===== src/rtl/cipher_macro_shell_if.sv =====
// Handshake and core-facing bus of the cipher macro shell.
// The master side is the surrounding system plus the round core; the slave side is the shell itself.
interface cipher_macro_shell_if;
    logic         EN;
    logic         Krdy;
    logic [127:0] Kin;
    logic         Drdy;
    logic         EncDec;
    logic [63:0]  Din;
    logic         BSY;
    logic         Kvld;
    logic         Dvld;
    logic [63:0]  Dout;
    logic [127:0] KeyReg;
    logic         KeyStep;
    logic [6:0]   KeyCnt;
    logic         Dir;
    logic [3:0]   Rnd;
    logic [63:0]  State;
    logic [63:0]  NextState;

    modport master (
        output EN, Krdy, Kin, Drdy, EncDec, Din, NextState,
        input  BSY, Kvld, Dvld, Dout, KeyReg, KeyStep, KeyCnt, Dir, Rnd, State
    );

    modport slave (
        input  EN, Krdy, Kin, Drdy, EncDec, Din, NextState,
        output BSY, Kvld, Dvld, Dout, KeyReg, KeyStep, KeyCnt, Dir, Rnd, State
    );
endinterface


===== src/rtl/cipher_macro_shell.sv =====
// Control shell around a block-cipher round core: sequences key-schedule cycles and data
// rounds, latches key/data/direction, and captures the final round result into Dout.
module cipher_macro_shell #(
    parameter int unsigned NROUND     = 16,
    parameter int unsigned KEY_CYCLES = 128
) (
    input logic                 CLK,
    input logic                 RSTn,
    cipher_macro_shell_if.slave bus
);
    typedef enum logic [1:0] {IDLE, KEY, DATA} fsm_t;

    localparam logic [6:0] KEY_LAST = 7'(KEY_CYCLES - 1);
    localparam logic [3:0] RND_LAST = 4'(NROUND - 1);

    fsm_t fsm, fsm_next;
    logic key_ok;
    logic load_key, load_data, key_done, data_done;

    always_ff @(posedge CLK or negedge RSTn) begin
        if (!RSTn)       fsm <= IDLE;
        else if (bus.EN) fsm <= fsm_next;
    end

    // Krdy takes priority over Drdy in IDLE; requests in KEY/DATA are simply not looked at.
    always_comb begin
        fsm_next  = fsm;
        load_key  = 1'b0;
        load_data = 1'b0;
        key_done  = 1'b0;
        data_done = 1'b0;
        case (fsm)
            IDLE: begin
                if (bus.Krdy) begin
                    load_key = 1'b1;
                    fsm_next = KEY;
                end else if (bus.Drdy && key_ok) begin
                    load_data = 1'b1;
                    fsm_next  = DATA;
                end
            end
            KEY: begin
                if (bus.KeyCnt == KEY_LAST) begin
                    key_done = 1'b1;
                    fsm_next = IDLE;
                end
            end
            DATA: begin
                if (bus.Rnd == RND_LAST) begin
                    data_done = 1'b1;
                    fsm_next  = IDLE;
                end
            end
            default: fsm_next = IDLE;
        endcase
    end

    assign bus.BSY     = (fsm != IDLE);
    assign bus.KeyStep = (fsm == KEY);

    // Counters park on their terminal value once the phase ends; valid pulses are
    // registered so they simply hold while EN is low.
    always_ff @(posedge CLK or negedge RSTn) begin
        if (!RSTn) begin
            key_ok     <= 1'b0;
            bus.Kvld   <= 1'b0;
            bus.Dvld   <= 1'b0;
            bus.Dout   <= '0;
            bus.State  <= '0;
            bus.KeyReg <= '0;
            bus.KeyCnt <= '0;
            bus.Rnd    <= '0;
            bus.Dir    <= 1'b0;
        end else if (bus.EN) begin
            bus.Kvld <= key_done;
            bus.Dvld <= data_done;
            if (load_key) begin
                bus.KeyReg <= bus.Kin;
                key_ok     <= 1'b0;
                bus.KeyCnt <= '0;
            end
            if (fsm == KEY && !key_done) bus.KeyCnt <= bus.KeyCnt + 7'd1;
            if (key_done) key_ok <= 1'b1;
            if (load_data) begin
                bus.State <= bus.Din;
                bus.Dir   <= bus.EncDec;
                bus.Rnd   <= '0;
            end
            if (fsm == DATA) begin
                bus.State <= bus.NextState;
                if (!data_done) bus.Rnd <= bus.Rnd + 4'd1;
            end
            if (data_done) bus.Dout <= bus.NextState;
        end
    end
endmodule

===== src/flat_wrapper.sv =====
// flat-port wrapper written by rule: the top's interface ports become plain ports
module cipher_macro_shell_flat 
#(
    parameter int unsigned NROUND     = 16,
    parameter int unsigned KEY_CYCLES = 128
)
  (CLK, RSTn, bus_EN, bus_Krdy, bus_Kin, bus_Drdy, bus_EncDec, bus_Din, bus_NextState, bus_BSY, bus_Kvld, bus_Dvld, bus_Dout, bus_KeyReg, bus_KeyStep, bus_KeyCnt, bus_Dir, bus_Rnd, bus_State);
  cipher_macro_shell_if bus_i ();
  input logic CLK;
  input logic RSTn;
  input wire logic [$bits(bus_i.EN)-1:0] bus_EN;
  input wire logic [$bits(bus_i.Krdy)-1:0] bus_Krdy;
  input wire logic [$bits(bus_i.Kin)-1:0] bus_Kin;
  input wire logic [$bits(bus_i.Drdy)-1:0] bus_Drdy;
  input wire logic [$bits(bus_i.EncDec)-1:0] bus_EncDec;
  input wire logic [$bits(bus_i.Din)-1:0] bus_Din;
  input wire logic [$bits(bus_i.NextState)-1:0] bus_NextState;
  output wire logic [$bits(bus_i.BSY)-1:0] bus_BSY;
  output wire logic [$bits(bus_i.Kvld)-1:0] bus_Kvld;
  output wire logic [$bits(bus_i.Dvld)-1:0] bus_Dvld;
  output wire logic [$bits(bus_i.Dout)-1:0] bus_Dout;
  output wire logic [$bits(bus_i.KeyReg)-1:0] bus_KeyReg;
  output wire logic [$bits(bus_i.KeyStep)-1:0] bus_KeyStep;
  output wire logic [$bits(bus_i.KeyCnt)-1:0] bus_KeyCnt;
  output wire logic [$bits(bus_i.Dir)-1:0] bus_Dir;
  output wire logic [$bits(bus_i.Rnd)-1:0] bus_Rnd;
  output wire logic [$bits(bus_i.State)-1:0] bus_State;
  assign bus_i.EN = bus_EN;
  assign bus_i.Krdy = bus_Krdy;
  assign bus_i.Kin = bus_Kin;
  assign bus_i.Drdy = bus_Drdy;
  assign bus_i.EncDec = bus_EncDec;
  assign bus_i.Din = bus_Din;
  assign bus_i.NextState = bus_NextState;
  assign bus_BSY = bus_i.BSY;
  assign bus_Kvld = bus_i.Kvld;
  assign bus_Dvld = bus_i.Dvld;
  assign bus_Dout = bus_i.Dout;
  assign bus_KeyReg = bus_i.KeyReg;
  assign bus_KeyStep = bus_i.KeyStep;
  assign bus_KeyCnt = bus_i.KeyCnt;
  assign bus_Dir = bus_i.Dir;
  assign bus_Rnd = bus_i.Rnd;
  assign bus_State = bus_i.State;
  cipher_macro_shell #(.NROUND(NROUND), .KEY_CYCLES(KEY_CYCLES)) u_core (.CLK(CLK), .RSTn(RSTn), .bus(bus_i));
endmodule

===== config.mk =====
export PLATFORM = sky130hd
export DESIGN_NAME = cipher_macro_shell_flat
export DESIGN_NICKNAME = d
export VERILOG_FILES = /design/src/rtl/cipher_macro_shell_if.sv /design/src/rtl/cipher_macro_shell.sv /design/src/flat_wrapper.sv
export SDC_FILE = /design/constraint.sdc
export NUM_CORES = 1
export LEC_CHECK = 0
export CORE_AREA = 3 3 206 208
export CTS_CLUSTER_DIAMETER = 200
export DETAILED_ROUTE_END_ITERATION = 16
export DIE_AREA = 0 0 209 211
export GPL_ROUTABILITY_DRIVEN = 0
export PLACE_DENSITY = 0.63
export SLEW_MARGIN = 5
export SYNTH_ARGS = -nofsm -noshare
export SYNTH_HDL_FRONTEND = slang
export SYNTH_SLANG_ARGS = --single-unit

===== constraint.sdc =====
create_clock -name CLK -period 2.2 [get_ports CLK]
set_input_delay 0.22 -clock CLK [delete_from_list [all_inputs] [get_ports CLK]]
set_output_delay 0.22 -clock CLK [all_outputs]
set_load 0.05 [all_outputs]

==> impl_metrics.toml <==
[pwr]
p_total_mw = 16.73
p_per_area_nw_per_um2 = 925.1
peakVddDrop_uv = 630.4
p_leak_nw = 8.281

[worst_setup_path]
worstSetupPathType = "reg2out"
slowest_stage = "clkdlybuf4s50_1"
cp.required_ps = 1980
slowest_delay_ps = 880
crit_arrival_ps = 1920
path_max_fanout = 8
crit_family = "buffers and inverters"
start_kind = "register"
reg2reg_slack_ps = 320
worstSetupEndpointType = "primary output"
crit_chain = "clkdlybuf4s50_1"
worst-path-buf-inv = 1

[synthesis]
synthesis.area_um2 = 11060
syn_area_per_cell_um2 = 10.56
synth_fp_nets = 1311
synthFlopType = "dfrtp_1"
yosysMostFrequentCell = "nand2_1"
synth_top_area_share = 0.6179
synth_cells = 1047
synthTopCellsByArea = "dfrtp_1 (62%), nand2_1 (16%), mux2i_1 (6.0%), mux2_1 (5.0%), o21ai_0 (2.7%)"
synth_cell_types = 33
synth-edff-count = 0
synthTopCellsByCount = "nand2_1 (458), dfrtp_1 (273), mux2i_1 (66)"
async_reset_ff_frac = 1.000
yosys.area.top_type = "dfrtp_1"
yosys_warnings = 0
yosysSeqAreaShare = 0.6179
yosys_register_bits = 273

[drt]
detail_route.iter0.violations = 445
wl_per_cell_um = 18.25
post-route-drc-count = 0
routed_wl_mm = 39.14
vias = 9409
ant_nets = 0
dr.pass1.iters = 4
wl_met2_mm = 19.23
dr.max_layer_used = "met5"
m1WireLength_mm = 15.92
wl_met3_mm = 3.327
viasPerCell = 4.389

[run]
cap_violations = 0

[layout]
synthToLayoutAreaGrowth_pct = 63.52
drive_gt1_frac = 0.07196
antenna_cells = 0
fin_util = 0.4438
num-nets-final = 1851
post-route-cell-area_um2 = 18080
final_cells = 2144

[die]
dieArea_um2 = 44100
io_pins = 534
rows = 74
core_um2 = 40740
die_h_um = 211
die_w_um = 209
initial_core_util = 0.2714

[timing]
finalCriticalPeriod_ps = 2141
finalSetupTns_ps = 0
finalSetupViolCount = 0
rsz0062_at_grt = "no"
final_max_slew_viol_count = 0
setup_ws_ps = 59.03
fin_crit_sh = 0.9732
clock_skew_ps = 21.69
finalHoldViolCount = 0
fmax_mhz = 467.1
worstMarginPinSlew_ps = 635.6
max_slew_margin = 0.5749
timing.hold.ws_ps = 170.7

[global_routing]
grt_max_degree = 87
grt_pass1_vias = 9879
grt_pass1_wl_mm = 59.78
antenna_found_initial = 1
grt.total_usage = 0.1704
grt.overflow.total = 0

[placed_design]
placed_area_um2 = 17070
dpl_worst_slack_ps = 185.0
placed_cells = 2085
io_buffers = 533
hpwl_mm = 29.51

[status]
status = "finished clean"

[clock_network]
clockBufferDepth = 3
clock_latency_ps = 560
post-cts-setup-buffers = 0
cts-htree-levels = 1
cts_tree = "built"
clkSinkCount = 273
ctsRootBufferMaster = "clkbuf_16"
clkTransAtPathRegs_ps = 70
cts_buffers = 31

[min_path]
hold_class = "in2reg"
cell type report:
| cell class | instances | area [µm²] |
|---|---|---|
| fillers | 3889 | 22660 |
| repair buffers | 567 | 5719 |
| clock buffers | 44 | 874.6 |
| multi-input cells | 711 | 3850 |
| inverters | 3 | 11.26 |
| flip-flops and latches | 273 | 6832 |
| clock inverters | 14 | 127.6 |
| well taps | 532 | 665.6 |
power breakdown:
part           internal, mW  switching, mW
clock network          3.00           2.11
registers              5.71          0.446
logic                  1.90           3.57
total                  10.6           6.13
sequential cells by signal, indices dropped and copies added, names as in the netlist:
name               flops
u_core.bus.KeyReg    128
u_core.key_ok          1
u_core.bus.Dout       64
u_core.bus.KeyCnt      7
u_core.bus.State      64
u_core.fsm             2
u_core.bus.Rnd         4
u_core.bus.Dir         1
u_core.bus.Dvld        1
u_core.bus.Kvld        1
metal layers:
layer	vias up	GRT usage
met5	-	0
met4	2	0.03510
met1	4498	0.2113
met2	389	0.2944
li1	4468	-
met3	52	0.05377
path summary, 6_finish.rpt:
kind / startpoint / endpoint / depth (start not counted)
max in group asynchronous: RSTn / u_core.bus.State[8] / 3
min in group asynchronous: RSTn / u_core.bus.State[49] / 2
hold reg to reg: u_core.bus.KeyReg[120] / u_core.bus.KeyReg[120] / 2
hold / removal: bus_Kin[35] / u_core.bus.KeyReg[35] / 3
setup reg to reg: u_core.bus.Rnd[0] / u_core.bus.Dout[12] / 5
setup / recovery: u_core.bus.KeyCnt[2] / bus_KeyCnt[2] / 1
layout by cell type (no fill, tap or decap), types with 8 or more instances in the layout:
cell type,n
clkbuf_1,8
clkdlybuf4s50_1,523
dfrtp_1,273
o21ai_1,11
buf_12,11
clkinv_2,10
nand3_1,8
nand2_1,457
mux2i_1,66
buf_4,29
mux2_2,17
o21ai_0,60
mux2_1,49
clkbuf_16,31
cell families after synthesis:
kind of cell,after synthesis,synth area share
simple gates,487,0.1713
mux,132,0.1270
flops,273,0.6179
compound gates,89,0.04357
xor+xnor,1,0.0007923
fa+ha+maj,2,0.002263
buf+inv,63,0.03723
timing repair:
| action | in CTS | in global routing |
|---|---|---|
| resized for setup | 1 | 1 |
| endpoints found under the hold margin | 54 | 0 |
| hold buffers | 1 | 0 |
| setup endpoints to repair | 1 | 1 |
| pin swaps | 0 | 0 |
Note: power is estimated with default switching activity, not from simulation.
